==> src/rtl/led_frame_ctrl.sv <==
// LED panel frame controller: gates the driver through OFF/RESET/RUN, validates and
// stages software config, and swaps display buffers at driver frame boundaries.
module led_frame_ctrl #(
  parameter int N_ROWS_MAX     = 64,
  parameter int N_COLS_MAX     = 256,
  parameter int BITDEPTH_MAX   = 8,
  parameter int LSB_BLANK_MAX  = 200,
  parameter int CTRL_REG_WIDTH = 32,
  parameter int RST_CYCLES     = 4
) (
  input  logic                      clk,
  input  logic                      ctrl_rst,
  input  logic                      sw_en,
  input  logic [CTRL_REG_WIDTH-1:0] sw_n_rows,
  input  logic [CTRL_REG_WIDTH-1:0] sw_n_cols,
  input  logic [CTRL_REG_WIDTH-1:0] sw_bitdepth,
  input  logic [CTRL_REG_WIDTH-1:0] sw_lsb_blank,
  input  logic [CTRL_REG_WIDTH-1:0] sw_brightness,
  input  logic                      sw_cfg_commit,
  input  logic                      sw_swap_req,
  input  logic                      irq_ack,
  input  logic                      drv_frame_sync,
  output logic                      drv_en,
  output logic                      drv_rst,
  output logic [CTRL_REG_WIDTH-1:0] drv_n_rows,
  output logic [CTRL_REG_WIDTH-1:0] drv_n_cols,
  output logic [CTRL_REG_WIDTH-1:0] drv_bitdepth,
  output logic [CTRL_REG_WIDTH-1:0] drv_lsb_blank,
  output logic [CTRL_REG_WIDTH-1:0] drv_brightness,
  output logic                      drv_buffer,
  output logic                      wr_buffer,
  output logic                      swap_pending,
  output logic                      cfg_pending,
  output logic                      cfg_err,
  output logic                      irq_swap_done,
  output logic [15:0]               frame_count
);

  localparam int W  = CTRL_REG_WIDTH;
  localparam int CW = (RST_CYCLES > 1) ? $clog2(RST_CYCLES) : 1;

  localparam logic [1:0] ST_OFF   = 2'd0;
  localparam logic [1:0] ST_RESET = 2'd1;
  localparam logic [1:0] ST_RUN   = 2'd2;

  localparam logic [W-1:0]  ROWS_MAX  = W'(N_ROWS_MAX);
  localparam logic [W-1:0]  COLS_MAX  = W'(N_COLS_MAX);
  localparam logic [W-1:0]  BD_MAX    = W'(BITDEPTH_MAX);
  localparam logic [W-1:0]  BLANK_MAX = W'(LSB_BLANK_MAX);
  localparam logic [CW-1:0] CNT_LAST  = CW'(RST_CYCLES - 1);

  logic [1:0]    state;
  logic [1:0]    state_nxt;
  logic [CW-1:0] rst_cnt;
  logic          cfg_loaded;

  logic [W-1:0]  pend_n_rows;
  logic [W-1:0]  pend_n_cols;
  logic [W-1:0]  pend_bitdepth;
  logic [W-1:0]  pend_lsb_blank;
  logic [W-1:0]  pend_brightness;

  logic commit_ok;
  logic commit_vld;
  logic off_load;
  logic sync_run;
  logic cfg_apply;
  logic swap_apply;

  always_comb begin
    commit_ok = (sw_n_rows[0] == 1'b0) && (sw_n_rows >= W'(2)) && (sw_n_rows <= ROWS_MAX) &&
                (sw_n_cols >= W'(1)) && (sw_n_cols <= COLS_MAX) &&
                (sw_bitdepth >= W'(1)) && (sw_bitdepth <= BD_MAX) &&
                (sw_lsb_blank >= W'(1)) && (sw_lsb_blank <= BLANK_MAX) &&
                (sw_brightness < sw_lsb_blank);
  end

  assign commit_vld = sw_cfg_commit && commit_ok;
  assign off_load   = commit_vld && (state == ST_OFF);
  assign sync_run   = drv_frame_sync && (state == ST_RUN);
  assign cfg_apply  = sync_run && cfg_pending;
  assign swap_apply = sync_run && swap_pending;
  assign wr_buffer  = ~drv_buffer;

  // Driver may only leave OFF once some config has actually reached it.
  always_comb begin
    state_nxt = state;
    case (state)
      ST_OFF:   if (cfg_loaded) state_nxt = ST_RESET;
      ST_RESET: if (rst_cnt == CNT_LAST) state_nxt = ST_RUN;
      ST_RUN:   if (cfg_apply) state_nxt = ST_RESET;
      default:  state_nxt = ST_OFF;
    endcase
    if (!sw_en) state_nxt = ST_OFF;
  end

  always_ff @(posedge clk or posedge ctrl_rst) begin
    if (ctrl_rst) begin
      state   <= ST_OFF;
      rst_cnt <= '0;
      drv_en  <= 1'b0;
      drv_rst <= 1'b1;
    end else begin
      state   <= state_nxt;
      rst_cnt <= (state == ST_RESET) ? rst_cnt + CW'(1) : '0;
      drv_en  <= (state_nxt == ST_RUN);
      drv_rst <= (state_nxt != ST_RUN);
    end
  end

  // Active config: loaded directly from software while OFF, else only at a frame boundary.
  always_ff @(posedge clk or posedge ctrl_rst) begin
    if (ctrl_rst) begin
      drv_n_rows     <= ROWS_MAX;
      drv_n_cols     <= COLS_MAX;
      drv_bitdepth   <= BD_MAX;
      drv_lsb_blank  <= BLANK_MAX;
      drv_brightness <= '0;
      cfg_loaded     <= 1'b0;
    end else if (off_load) begin
      drv_n_rows     <= sw_n_rows;
      drv_n_cols     <= sw_n_cols;
      drv_bitdepth   <= sw_bitdepth;
      drv_lsb_blank  <= sw_lsb_blank;
      drv_brightness <= sw_brightness;
      cfg_loaded     <= 1'b1;
    end else if (cfg_apply) begin
      drv_n_rows     <= pend_n_rows;
      drv_n_cols     <= pend_n_cols;
      drv_bitdepth   <= pend_bitdepth;
      drv_lsb_blank  <= pend_lsb_blank;
      drv_brightness <= pend_brightness;
    end
  end

  always_ff @(posedge clk or posedge ctrl_rst) begin
    if (ctrl_rst) begin
      pend_n_rows     <= '0;
      pend_n_cols     <= '0;
      pend_bitdepth   <= '0;
      pend_lsb_blank  <= '0;
      pend_brightness <= '0;
      cfg_pending     <= 1'b0;
      cfg_err         <= 1'b0;
    end else begin
      if (commit_vld) begin
        pend_n_rows     <= sw_n_rows;
        pend_n_cols     <= sw_n_cols;
        pend_bitdepth   <= sw_bitdepth;
        pend_lsb_blank  <= sw_lsb_blank;
        pend_brightness <= sw_brightness;
      end
      if (sw_cfg_commit) cfg_err <= !commit_ok;
      // A commit landing on the apply cycle stays pending for the next frame.
      if (commit_vld && (state != ST_OFF)) cfg_pending <= 1'b1;
      else if (cfg_apply || off_load)      cfg_pending <= 1'b0;
    end
  end

  always_ff @(posedge clk or posedge ctrl_rst) begin
    if (ctrl_rst) begin
      drv_buffer    <= 1'b0;
      swap_pending  <= 1'b0;
      irq_swap_done <= 1'b0;
      frame_count   <= '0;
    end else begin
      if (swap_apply) drv_buffer <= ~drv_buffer;
      swap_pending <= sw_swap_req || (swap_pending && !swap_apply);
      if (swap_apply)   irq_swap_done <= 1'b1;
      else if (irq_ack) irq_swap_done <= 1'b0;
      if (sync_run) frame_count <= frame_count + 16'd1;
    end
  end

endmodule

==> config.mk <==
export PLATFORM = sky130hd
export DESIGN_NAME = led_frame_ctrl
export DESIGN_NICKNAME = d
export VERILOG_FILES = /design/src/rtl/led_frame_ctrl.sv
export SDC_FILE = /design/constraint.sdc
export NUM_CORES = 1
export LEC_CHECK = 0
export BUFFER_PORTS_ARGS = -buffer_cell sky130_fd_sc_hd__clkbuf_2
export CORE_MARGIN = 2
export CORE_UTILIZATION = 40
export DETAILED_ROUTE_END_ITERATION = 10
export PLACE_DENSITY = 0.61
export SLEW_MARGIN = 20
export SYNTH_ARGS = -nofsm -noshare
export SYNTH_HDL_FRONTEND = slang
export SYNTH_SLANG_ARGS = --single-unit
export TNS_END_PERCENT = 100
==> constraint.sdc <==
create_clock -name clk -period 31.1 [get_ports clk]
set_input_delay 4.665 -clock clk [delete_from_list [all_inputs] [get_ports clk]]
set_output_delay 4.665 -clock clk [all_outputs]
set_load 0.005 [all_outputs]
==> impl_metrics.ini <==
[sta]
tightest_slew_ns = 1.013
fmax_mhz = 125.3
hold_viol = 0
rsz0062_at_grt = false
layout_setup_ws_ns = 23.12
report.final.slew_viol_count = 0
tns_ns = 0
fin_crit_ns = 7.978
fin_crit_sh_pct = 25.65
relSlewSlack_pct = 32.46
setup_viol = 0
skew_ns = 0.02221

[floorplanning]
ios = 351
dieArea_um2 = 38140
coreArea_um2 = 36350
row_count = 70
start_util_pct = 40.27
die_y_um = 195.3
die_x_um = 195.3

[setup_path]
reg2reg_setup_slack_ns = 28.24
cp.required_ns = 31.49
endpoint_kind = register
start_kind = input port
critPathArrivalTime_ns = 8.37
critical_path_class = in -> reg
critPathMaxFanout = 94

[power]
p_comb_share_pct = 4.3
p_seq_share_pct = 48.2
clock_power_share_pct = 47.5
p_switching_mw = 0.2086
vdd_drop_max_mv = 0.02933
p_leak_nw = 9.141
p_int_mw = 0.7314
finalPower_mw = 0.9400
p_sw_share_pct = 22.19
power.density_nw_per_um2 = 52.22

[routing]
drt-total-wl_um = 41220
avgViaCountPerCell = 5.108
postRouteAntennaNets = 0
vias = 11131
drc_errors = 0
initialDrtViolationCount = 608
first_pass_iters = 4
wl_per_cell_um = 18.91

[place]
place_ws_ns = 22.37
portBuffers = 350
dp_hpwl_um = 28540
routabilityCongestion = 1.118

[synthesis]
synthCells = 1353
synth_nets = 1553
yosysWarnings = 0
synth_edf_count = 0
ys.flop_type = dfrtp_1
ys_ff_latch = 348
synth.avg_cell_area_um2 = 10.82
synth_area_um2 = 14640
synthDistinctLibCells = 49
async_flop_share_pct = 100.0
ys_seq_area_share_pct = 59.56

[cells_and_area]
seqCellArea_um2 = 8717
areaGrowthSynthToFinish_pct = 23.00
finalNetCount = 1882
final_cell_mix = clkbuf_2 (350), dfrtp_1 (341), nand2_1 (250)
layout-drive-gt1-share_pct = 27.93
final_common_cell = clkbuf_2
fin_util_pct = 49.53
multiInputGateArea_um2 = 5450
fillers = 3339

[job]
cap_violations = 0

[grt]
grt_overflow_total = 0
grt_pass1_vias = 11313
grt_pass1_wl_um = 64860
grt_max_degree = 136
grt_usage_pct = 21.63
antenna_found_initial = 3

[cts]
clockBufferDepth = 3
cts_made_buffers = 39
clk-insertion-delay-late_ns = 0.52
cts_setup_buffers = 0
ctsResizeCount = 0
htreeDepth = 2
cts.clk_slew.worst_paths_ns = 0.06
cts_root_buf = clkbuf_16
clock_sinks = 348
cts_tree = done
ctsHoldBuffers = 0

[worst_hold_path]
hold_class = reg -> reg

[run_status]
status = completed
## power by group through the flow
stage                     Combinational [mW]  Clock [mW]  Sequential (mW)
after floorplan                       0.0165           0            0.461
after global placement                0.0399           0            0.461
after detailed placement              0.0407           0            0.461
after CTS                             0.0409       0.458            0.453
after global routing                  0.0453       0.478            0.453
final                                 0.0404       0.447            0.453
## metal layers
layer	up-vias	routed length, µm	share of wire [%]	GRT usage (%)
li1	5243	-	-	-
met1	5418	18080	44	29.12
met2	383	19150	46	34.76
met3	87	2103	5.1	3.454
met4	0	1884	4.6	9.471
met5	-	0	0	0
## cell usage after synthesis, drive strengths merged (2+ instances only)
cell type	instances	area share, %
nor3	8	0.27
mux2i	47	3.2
o211ai	12	0.62
and2	104	4.4
dfrtp	341	58
nand4	19	0.81
xnor2	12	0.72
dfstp	7	1.3
clkbuf	52	1.4
nand2b	3	0.13
nor2	60	1.5
buf	20	0.91
a21oi	60	2.1
nor2b	4	0.17
o21a	3	0.15
nor4b	2	0.12
a211oi	3	0.15
and3	6	0.26
a2111oi	3	0.18
o21bai	2	0.10
nor4	46	2.0
a21o	2	0.10
nand2	251	6.4
inv	42	1.1
nand3	22	0.79
and4	2	0.12
o21ai	121	4.1
mux2	47	4.6
ha	33	2.8
xor2	5	0.30
## stage by stage
step,hold WS [ns],cell area (µm²),cells
after global routing,0.4682,18000,2177
after floorplan,0.4081,14640,1353
after global placement,0.4197,16740,2109
after CTS,0.4459,17990,2176
after detailed placement,0.4388,16740,2109
final,0.4443,18000,2179
## worst max-delay path, cell delays in order
cell       delay, ns
clkbuf_2        0.12
nor4_1          0.38
nand2_1         0.27
a2111oi_0       0.73
and4_1          0.39
nand3_4         0.73
buf_6           0.59
mux2_4          0.41
## kinds of logic after synthesis
group | share of synthesized area, %
simple gates | 17.31
flops | 59.56
compound gates | 8.087
buf+inv | 3.351
mux | 7.856
fa+ha+maj | 2.821
xor+xnor | 1.017
## area by class of cell
cell class | count | area share, %
Sequential cell | 348 | 48.42
Multi-Input combinational cell | 891 | 30.28
Timing Repair Buffer | 360 | 10.19
Clock buffer | 56 | 6.165
Tap cell | 468 | 3.253
Inverter | 42 | 0.9174
Clock inverter | 11 | 0.7367
Antenna cell | 3 | 0.04170
## path summary, 6_finish.rpt
kind | start | endpoint | cells after the start
setup reg to reg | state[0] | drv_n_rows[6] | 5
min in group asynchronous | ctrl_rst | drv_bitdepth[20] | 2
max in group asynchronous | ctrl_rst | drv_n_cols[30] | 3
hold / removal | rst_cnt[0] | rst_cnt[0] | 1
setup / recovery | sw_n_cols[5] | pend_n_rows[4] | 8
hold reg to reg | rst_cnt[0] | rst_cnt[0] | 1
(Power assumes the default switching activity.)
